--- src/rtl/lfsr_disp_pkg.sv ---
// Shared types and constants for the LFSR scan display: update modes,
// LFSR taps and the active-low hex-to-7-segment decode.
package lfsr_disp_pkg;

  typedef enum logic [1:0] {
    MODE_HOLD   = 2'b00,
    MODE_LOAD   = 2'b01,
    MODE_SCROLL = 2'b10,
    MODE_COUNT  = 2'b11
  } mode_e;

  localparam logic [7:0] SEG_BLANK = 8'hFF;

  // x^16 + x^14 + x^13 + x^11 + 1 -> state bits 15, 13, 12, 10
  localparam logic [15:0] LFSR16_TAPS = 16'hB400;

  function automatic logic [7:0] hex2seg(input logic [3:0] nibble);
    logic [7:0] pat;
    case (nibble)
      4'h0: pat = 8'hC0;
      4'h1: pat = 8'hF9;
      4'h2: pat = 8'hA4;
      4'h3: pat = 8'hB0;
      4'h4: pat = 8'h99;
      4'h5: pat = 8'h92;
      4'h6: pat = 8'h82;
      4'h7: pat = 8'hF8;
      4'h8: pat = 8'h80;
      4'h9: pat = 8'h90;
      4'hA: pat = 8'h88;
      4'hB: pat = 8'h83;
      4'hC: pat = 8'hC6;
      4'hD: pat = 8'hA1;
      4'hE: pat = 8'h86;
      default: pat = 8'h8E;
    endcase
    return pat;
  endfunction

endpackage

--- src/rtl/lfsr_scan_display_hex7seg.sv ---
// Combinational nibble to active-low 7-segment pattern (dp held off).
module hex7seg
  import lfsr_disp_pkg::*;
(
  input  logic [3:0] i_nib,
  output logic [7:0] o_seg
);

  assign o_seg = hex2seg(i_nib);

endmodule

--- src/rtl/lfsr_scan_display.sv ---
// LFSR-fed display bank with tick-driven update modes, multiplexed onto
// common-anode 7-segment digits. Optional: BLANK_LEADING_ZEROS_EN.
module lfsr_scan_display
  import lfsr_disp_pkg::*;
#(
  parameter int unsigned        N_DIGITS   = 8,
  parameter int unsigned        LFSR_W     = 16,
  parameter logic [LFSR_W-1:0]  LFSR_SEED  = 16'hACE1,
  parameter int unsigned        TICK_COUNT = 100_000_000,
  parameter int unsigned        SCAN_COUNT = 100_000
) (
  input  logic                  clk_100,
  input  logic                  reset,
  input  logic                  wr_en,
  input  logic [1:0]            mode,
  output logic [N_DIGITS-1:0]   an,
  output logic [7:0]            seg,
  output logic [4*N_DIGITS-1:0] data_o,
  output logic                  tick_o
);

  localparam int unsigned BANK_W = 4 * N_DIGITS;
  localparam int unsigned TCNT_W = (TICK_COUNT > 1) ? $clog2(TICK_COUNT) : 1;
  localparam int unsigned SCNT_W = (SCAN_COUNT > 1) ? $clog2(SCAN_COUNT) : 1;
  localparam int unsigned IDX_W  = (N_DIGITS > 1) ? $clog2(N_DIGITS) : 1;
  localparam logic [LFSR_W-1:0] TAPS = LFSR_W'(LFSR16_TAPS);

  logic [LFSR_W-1:0]   r_lfsr;
  logic [BANK_W-1:0]   r_bank;
  logic [TCNT_W-1:0]   r_tick_cnt;
  logic [SCNT_W-1:0]   r_scan_cnt;
  logic [IDX_W-1:0]    r_idx;
  logic [N_DIGITS-1:0] r_an;
  logic [7:0]          r_seg;

  logic                w_fb;
  logic [LFSR_W-1:0]   w_lfsr_nxt;
  logic [BANK_W-1:0]   w_rep;
  logic [BANK_W-1:0]   w_scroll;
  logic [BANK_W-1:0]   w_bank_nxt;
  logic                w_scan_wrap;
  logic [3:0]          w_nib;
  logic [7:0]          w_seg_dec;
  logic [7:0]          w_seg_nxt;
  logic [N_DIGITS-1:0] w_an_nxt;

  assign w_fb       = ^(r_lfsr & TAPS);
  assign w_lfsr_nxt = (r_lfsr == '0) ? LFSR_SEED : {r_lfsr[LFSR_W-2:0], w_fb};

  assign tick_o      = (r_tick_cnt == TCNT_W'(TICK_COUNT - 1));
  assign w_scan_wrap = (r_scan_cnt == SCNT_W'(SCAN_COUNT - 1));

  always_comb begin
    w_rep = '0;
    for (int unsigned i = 0; i < BANK_W; i++) begin
      w_rep[i] = r_lfsr[i % LFSR_W];
    end
  end

  generate
    if (N_DIGITS > 1) begin : g_scroll_multi
      assign w_scroll = {r_bank[BANK_W-5:0], r_lfsr[3:0]};
    end else begin : g_scroll_single
      assign w_scroll = r_lfsr[3:0];
    end
  endgenerate

  always_comb begin
    w_bank_nxt = r_bank;
    if (tick_o && wr_en) begin
      case (mode_e'(mode))
        MODE_LOAD:   w_bank_nxt = w_rep;
        MODE_SCROLL: w_bank_nxt = w_scroll;
        MODE_COUNT:  w_bank_nxt = r_bank + BANK_W'(1);
        default:     w_bank_nxt = r_bank;
      endcase
    end
  end

  assign w_nib    = r_bank[4*r_idx +: 4];
  assign w_an_nxt = ~(N_DIGITS'(1) << r_idx);

  hex7seg u_hex7seg (
    .i_nib (w_nib),
    .o_seg (w_seg_dec)
  );

`ifdef BLANK_LEADING_ZEROS_EN
  // Digit 0 is never blanked so an all-zero bank still shows a single "0".
  logic [BANK_W-1:0] w_upper;
  assign w_upper   = r_bank >> (4 * r_idx);
  assign w_seg_nxt = ((r_idx != '0) && (w_upper == '0)) ? SEG_BLANK : w_seg_dec;
`else
  assign w_seg_nxt = w_seg_dec;
`endif

  always_ff @(posedge clk_100 or negedge reset) begin
    if (!reset) begin
      r_lfsr     <= LFSR_SEED;
      r_bank     <= '0;
      r_tick_cnt <= '0;
      r_scan_cnt <= '0;
      r_idx      <= '0;
      r_an       <= '1;
      r_seg      <= SEG_BLANK;
    end else begin
      r_lfsr     <= w_lfsr_nxt;
      r_bank     <= w_bank_nxt;
      r_tick_cnt <= tick_o ? '0 : r_tick_cnt + TCNT_W'(1);
      r_scan_cnt <= w_scan_wrap ? '0 : r_scan_cnt + SCNT_W'(1);
      if (w_scan_wrap) begin
        r_idx <= (r_idx == IDX_W'(N_DIGITS - 1)) ? '0 : r_idx + IDX_W'(1);
      end
      r_an  <= w_an_nxt;
      r_seg <= w_seg_nxt;
    end
  end

  assign an     = r_an;
  assign seg    = r_seg;
  assign data_o = r_bank;

endmodule

--- config.mk ---
export PLATFORM = sky130hd
export DESIGN_NAME = lfsr_scan_display
export DESIGN_NICKNAME = d
export VERILOG_FILES = /design/src/rtl/lfsr_disp_pkg.sv /design/src/rtl/lfsr_scan_display_hex7seg.sv /design/src/rtl/lfsr_scan_display.sv
export SDC_FILE = /design/constraint.sdc
export NUM_CORES = 1
export LEC_CHECK = 0
export CORE_AREA = 2 2 120 122
export CTS_CLUSTER_DIAMETER = 40
export DETAILED_ROUTE_END_ITERATION = 10
export DIE_AREA = 0 0 122 124
export PLACE_DENSITY = 0.63
export SYNTH_ARGS = -nofsm -noshare
export SYNTH_HDL_FRONTEND = slang
export SYNTH_SLANG_ARGS = --single-unit
--- constraint.sdc ---
create_clock -name clk_100 -period 5 [get_ports clk_100]
set_input_delay 0.5 -clock clk_100 [delete_from_list [all_inputs] [get_ports clk_100]]
set_output_delay 0.5 -clock clk_100 [all_outputs]
set_load 0.05 [all_outputs]
Yosys cells after proc, flatten, opt, wreduce, memory -nomap -nowiden
Memory sizes are Yosys's and may differ from the RTL's. A register that Yosys moved wholly into a read port is not among the register bits. Cells that the tools add are included.

Logic and storage cells: 32. Bits in read-only memories: 112. Bits in registers: 111. Latch bits: 0. RAM bits: 0. Memories kept: 1. Output and inout bits: 49.

Memories: (name not given) (depth 16, bits a word 7, rd ports 1, clocked after Yosys merged registers in 1, wr ports 0, line lfsr_disp_pkg.sv:19) `case (nibble)`.

Multiply operators: 0. Shift-type cells: 2. Add/subtract/negate cells: 4. $lt $le $gt $ge: 0. Reductions and logical operators: 6. Bitwise gates (word level): 1. Div/mod/pow operators: 0. Muxes and demuxes: 5. Equal/unequal tests: 6.

Operators by type and width (number): one-hot mux 32 bit (3 select lines) (1); adder 32 x 1 -> 32 bit (second input constant) (1); variable part select 32 x 6 -> 4 bit (1); adder 27 x 1 -> 27 bit (second input constant) (1); == test 27 bit (second input constant) (1); two-way mux 27 bit (1); adder 17 x 1 -> 17 bit (second input constant) (1); == test 17 bit (second input constant) (1); two-way mux 17 bit (1); zero test 16 bit (1); two-way mux 16 bit (1); XOR reduction 16 bit (1); NOT 8 bit (1); left shift 1 x 3 -> 8 bit (first input constant) (1); == test 2 bit (second input constant) (2); adder 3 x 1 -> 3 bit (second input constant) (1); == test 3 bit (second input constant) (1); two-way mux 3 bit (1); nonzero test 3 bit (1); == test 2 x 1 -> 1 bit (second input constant) (1); AND reduction 2 bit (1); logical AND 1 bit (1); zero test 1 bit (1).

Longest topological paths before layout
Depth after elaboration: 3. Gate-level depth with buffers: 9. Depth with buffers taken out: 8.

Cells and area by module
Synthesis repeated with hierarchy kept, for this count alone.

Cell total of the unflattened synthesis: 646. Area total of the unflattened synthesis: 6128.4 um^2.

Modules (own cells, without submodules): lfsr_scan_display (times used 1, seq. area each 2807.7 um^2, cells each 609, area each 5846.9 um^2); hex7seg (times used 1, seq. area each 0.0 um^2, cells each 37, area each 281.5 um^2).

Worst setup path before layout
OpenSTA, ideal clock, no wires.

Path type: flip-flop to output port. From: register r_tick_cnt[9]. To: output port tick_o. Slack: 2.088 ns. Required time: 4.500 ns. Arrival time: 2.412 ns. Stages on the path, launching flop included: 6. Cell sequence: dfrtp_1 or4b_4 nor4_1 and3_1 clkbuf_1 clkbuf_1.

Cells in the longest elaborated chain, start to end: 1.

RTL lines: from (decl) (line lfsr_scan_display.sv:30) `logic [TCNT_W-1:0] r_tick_cnt;`; from (signal assigned) (line lfsr_scan_display.sv:109) `r_tick_cnt <= tick_o ? '0 : r_tick_cnt + TCNT_W'(1);`; == test 27 bit (line lfsr_scan_display.sv:50) `assign tick_o = (r_tick_cnt == TCNT_W'(TICK_COUNT - 1));`; to (decl) (line lfsr_scan_display.sv:19) `output logic tick_o`.

No other way between the ends.

Final worst setup path
From: register r_tick_cnt[19]. To: output port tick_o.

Same word-level chain as after synthesis.

==> reports/results.txt <==
For the starting density of the core, the log shows 0.446. The path type of the worst min-delay path was in -> async. Setup repair after global routing left no endpoint under its margin.

Buffers added to address setup during post-CTS repair amount to 0. The congestion estimate from routability-driven global placement came to 0.863. The number of buffers inserted for hold repair after clock tree synthesis was 0. The die height was 124 µm. The aggregate routed wire length came out at 16100 µm. The net count reported at finish was 710; the sequential-to-total area share from yosys stat was 0.455. For this design the static power due to leakage is 2.89 nW. For flop-to-flop paths, the worst setup slack is 2.20 ns. Timing would allow up to 277 MHz. Clock latency on the worst-skew pair, taken at its later pin, is 0.36 ns.

Setup violations remaining at the end of the flow were counted as 0. The tools report the instance area after placement as 0.00674 mm². The CTS clock-pin slew for the worst setup and hold paths is 0.07 ns. The logs give 0 for the number of antenna violations at the first check in global routing and 3.11 ns for the signal arrival time at the worst endpoint. By instance count, the leading cell after synthesis is dfrtp_1. In this run the remaining antenna-violating nets after routing total 0.

The die covers 0.0151 mm². The Yosys step of the flow raised 0 warnings. The floorplan step set the die width to 122 µm. The clock arrives with 0.00524 ns of skew. The first global-routing pass estimated 26600 µm of wire. The number of different library cells used by synthesis comes to 60. The run finished with clean final reports. The global-route usage over all layers is 0.226. Setup slack on the critical path of the routed design comes to 1.39 ns. The number of cells on the worst reg-to-reg path is 7. The repair_antennas step left the layout with diodes totalling 0. In this run the deepest clock path goes through 2 buffers. The most used flip-flop cell after synthesis is dfrtp_1. The start-to-end type of the worst setup path is reg -> out.

Input and output buffers added on the ports amount to 52. The tools report the number of pins with negative max-slew slack in the final report as 0. The post-route cell area came out at 0.00703 mm². Master cell of the clock root buffer: clkbuf_16.

Relative to the synthesized area, the layout overhead comes to 14.9%. For this design, the sink count on the clock tree is 110. In the final timing run, aggregate negative setup slack is 0 ns. The logs give 685 for the net count after synthesis and 0 for the remaining global-route overflow.

The clock tree synthesis step divided the H-tree into 3 levels. The count of instances resized after the clock tree is built was 0; the share of synthesized registers carrying an async set or reset was 1.00. The final hold violation count came out at 0. The number of storage elements in the synthesis netlist came out at 110.

The via density per instance came out at 5.99. 54 I/O pins were placed. The logs give 4.50 ns for the required time of the critical path and 0.318 for the max-slew headroom at the worst pin. The tools report the via total after detailed routing as 5235.

Synthesized area per cell: 9.21 µm². Post-layout instance count excluding filler cells: 874. Buffers inserted during clock tree synthesis total 9. TritonCTS built the clock tree. Dividing total power by cell area gives a power density of 239 mW/mm². Endpoint kind of the worst setup timing path: an output port. Maximum fanout encountered on the critical timing path: 17. Proportion of layout cells with a drive suffix above 1: 0.0865. The transition at the pin with the smallest max-transition slack was 1.02 ns; the first-pass detailed-route iteration total was 5. The share of the clock period used by the worst path is 0.722, and the sum of net half-perimeters after detailed placement is 11200 µm. VDD sags by at most 0.000160 V.

Sorting the synthesized cells by area gives the leading types as dfrtp_1 (36%), dfstp_2 (9.9%), nor2_1 (4.2%), o21ai_0 (3.8%), xor2_1 (3.4%). OpenSTA, run right after detailed placement, puts the worst setup slack at 1.78 ns. The minimum clock period after layout was 3.61 ns; the maximum number of pins on one net before global-route repair was 66.

After floorplanning, the core was sized to cover 0.0137 mm². The tools report the reported max-cap violation count as 0. The mapped cell area came out at 0.00612 mm². Counting flops with a built-in enable in the synthesized netlist gives 0. In the final routed layout, each cell accounts on average for 18.4 µm. After detailed routing, the number of remaining DRC violations is 0.

Summed over all instances, the cell type with the most area after synthesis is dfrtp_1. In the synthesized netlist, the number of instances is 664. For the number of placement rows, the log shows 43. Ranked by instance count, the synthesized netlist is headed by dfrtp_1 (87), nor2_1 (68), nand2_1 (55), o21ai_0 (47), clkbuf_1 (40). The worst setup path is launched from a flip-flop. The tools report the initial detailed-routing violation count as 488.

The number of global-route vias before repair came out at 5033. The proportion of netlist area held by the largest area contributor was 0.356. For the placed cell count, the log shows 858.
## worst paths after layout
check	from	endpoint
worst max register to register	r_idx[1]$_DFFE_PN0N_	seg[5]$_DFF_PN1_
worst min-delay path	reset	r_scan_cnt[13]$_DFF_PN0_
worst max-delay path	r_tick_cnt[19]$_DFF_PN0_	tick_o
max in group asynchronous	reset	data_o[21]$_DFFE_PN0P_
worst min register to register	r_lfsr[7]$_DFF_PN1_	r_lfsr[8]$_DFF_PN0_
min in group clk_100	r_lfsr[7]$_DFF_PN1_	r_lfsr[8]$_DFF_PN0_
## layout by cell type, fill, tap and decap left out, types with 4 or more instances in the layout
cell type,n
o22ai_1,6
dfrtp_1,87
buf_4,7
and2_1,8
nand2b_1,10
a211oi_1,4
clkdlybuf4s50_1,51
nand2_1,55
mux2i_1,9
o31a_1,8
xnor2_1,17
nor3_1,11
dfstp_2,23
and3_1,9
o21a_1,4
inv_1,24
xor2_1,24
a221oi_1,4
a21oi_1,34
nand3_1,30
a41oi_1,5
and4_1,7
ha_1,16
mux4_2,6
a21o_1,4
o21ai_0,47
nand4_1,27
a31oi_1,12
nor2_1,68
clkbuf_16,9
nor2b_1,10
nor4_1,11
## sequential cells by signal, summed over array words and instances (netlist names)
name and count:
data_o 32, r_tick_cnt 27, r_scan_cnt 17, r_lfsr 16, an 8, seg 7, r_idx 3
## through the flow
stage,util,hold slack [ns],power [mW]
floorplan,-,0.204,0.935
global placement,0.491,0.392,0.963
detailed placement,0.491,0.409,0.964
CTS,0.513,0.263,1.70
global route,0.513,0.307,1.75
finish,0.513,0.209,1.68
## area by class of cell
type,count,area [µm²]
tap,180,225
clock buffer,10,229
sequential,110,2780
fill,1284,6690
timing repair buffer,58,563
clock inverter,6,66.3
inverter,25,93.8
multi-input combinational,485,3070
## layer usage
| metal | up-vias | global-route usage | wire length (µm) |
|---|---|---|---|
| li1 | 2423 | - | - |
| met1 | 2576 | 0.314 | 7250 |
| met2 | 203 | 0.345 | 7370 |
| met3 | 33 | 0.0353 | 964 |
| met4 | 0 | 0.113 | 516 |
| met5 | - | 0 | 0 |
## cells by family after synthesis
family | synth area share
muxes | 0.0423
and+or+nand+nor | 0.216
xor gates and xnor gates | 0.0587
AOI/OAI and AO/OA | 0.152
adders and majority gates | 0.0327
other | 0.000613
buffers and inverters | 0.0431
DFF | 0.455
## power breakdown
part	total [mW]	internal, mW	switching (mW)	leakage (nW)
clock network	0.731	0.393	0.338	0.148
registers	0.890	0.890	0	1.38
logic	0.0572	0.0134	0.0438	1.36
total	1.68	1.30	0.382	2.89
## worst max-delay path, cell delays in order, from the launching register on
cell and delay (ns):
dfrtp_1 0.41, or4b_4 0.55, nor4_1 0.50, and3_1 0.24
buf_4 0.22, clkdlybuf4s50_1 0.83
(Power assumes the default switching activity.)
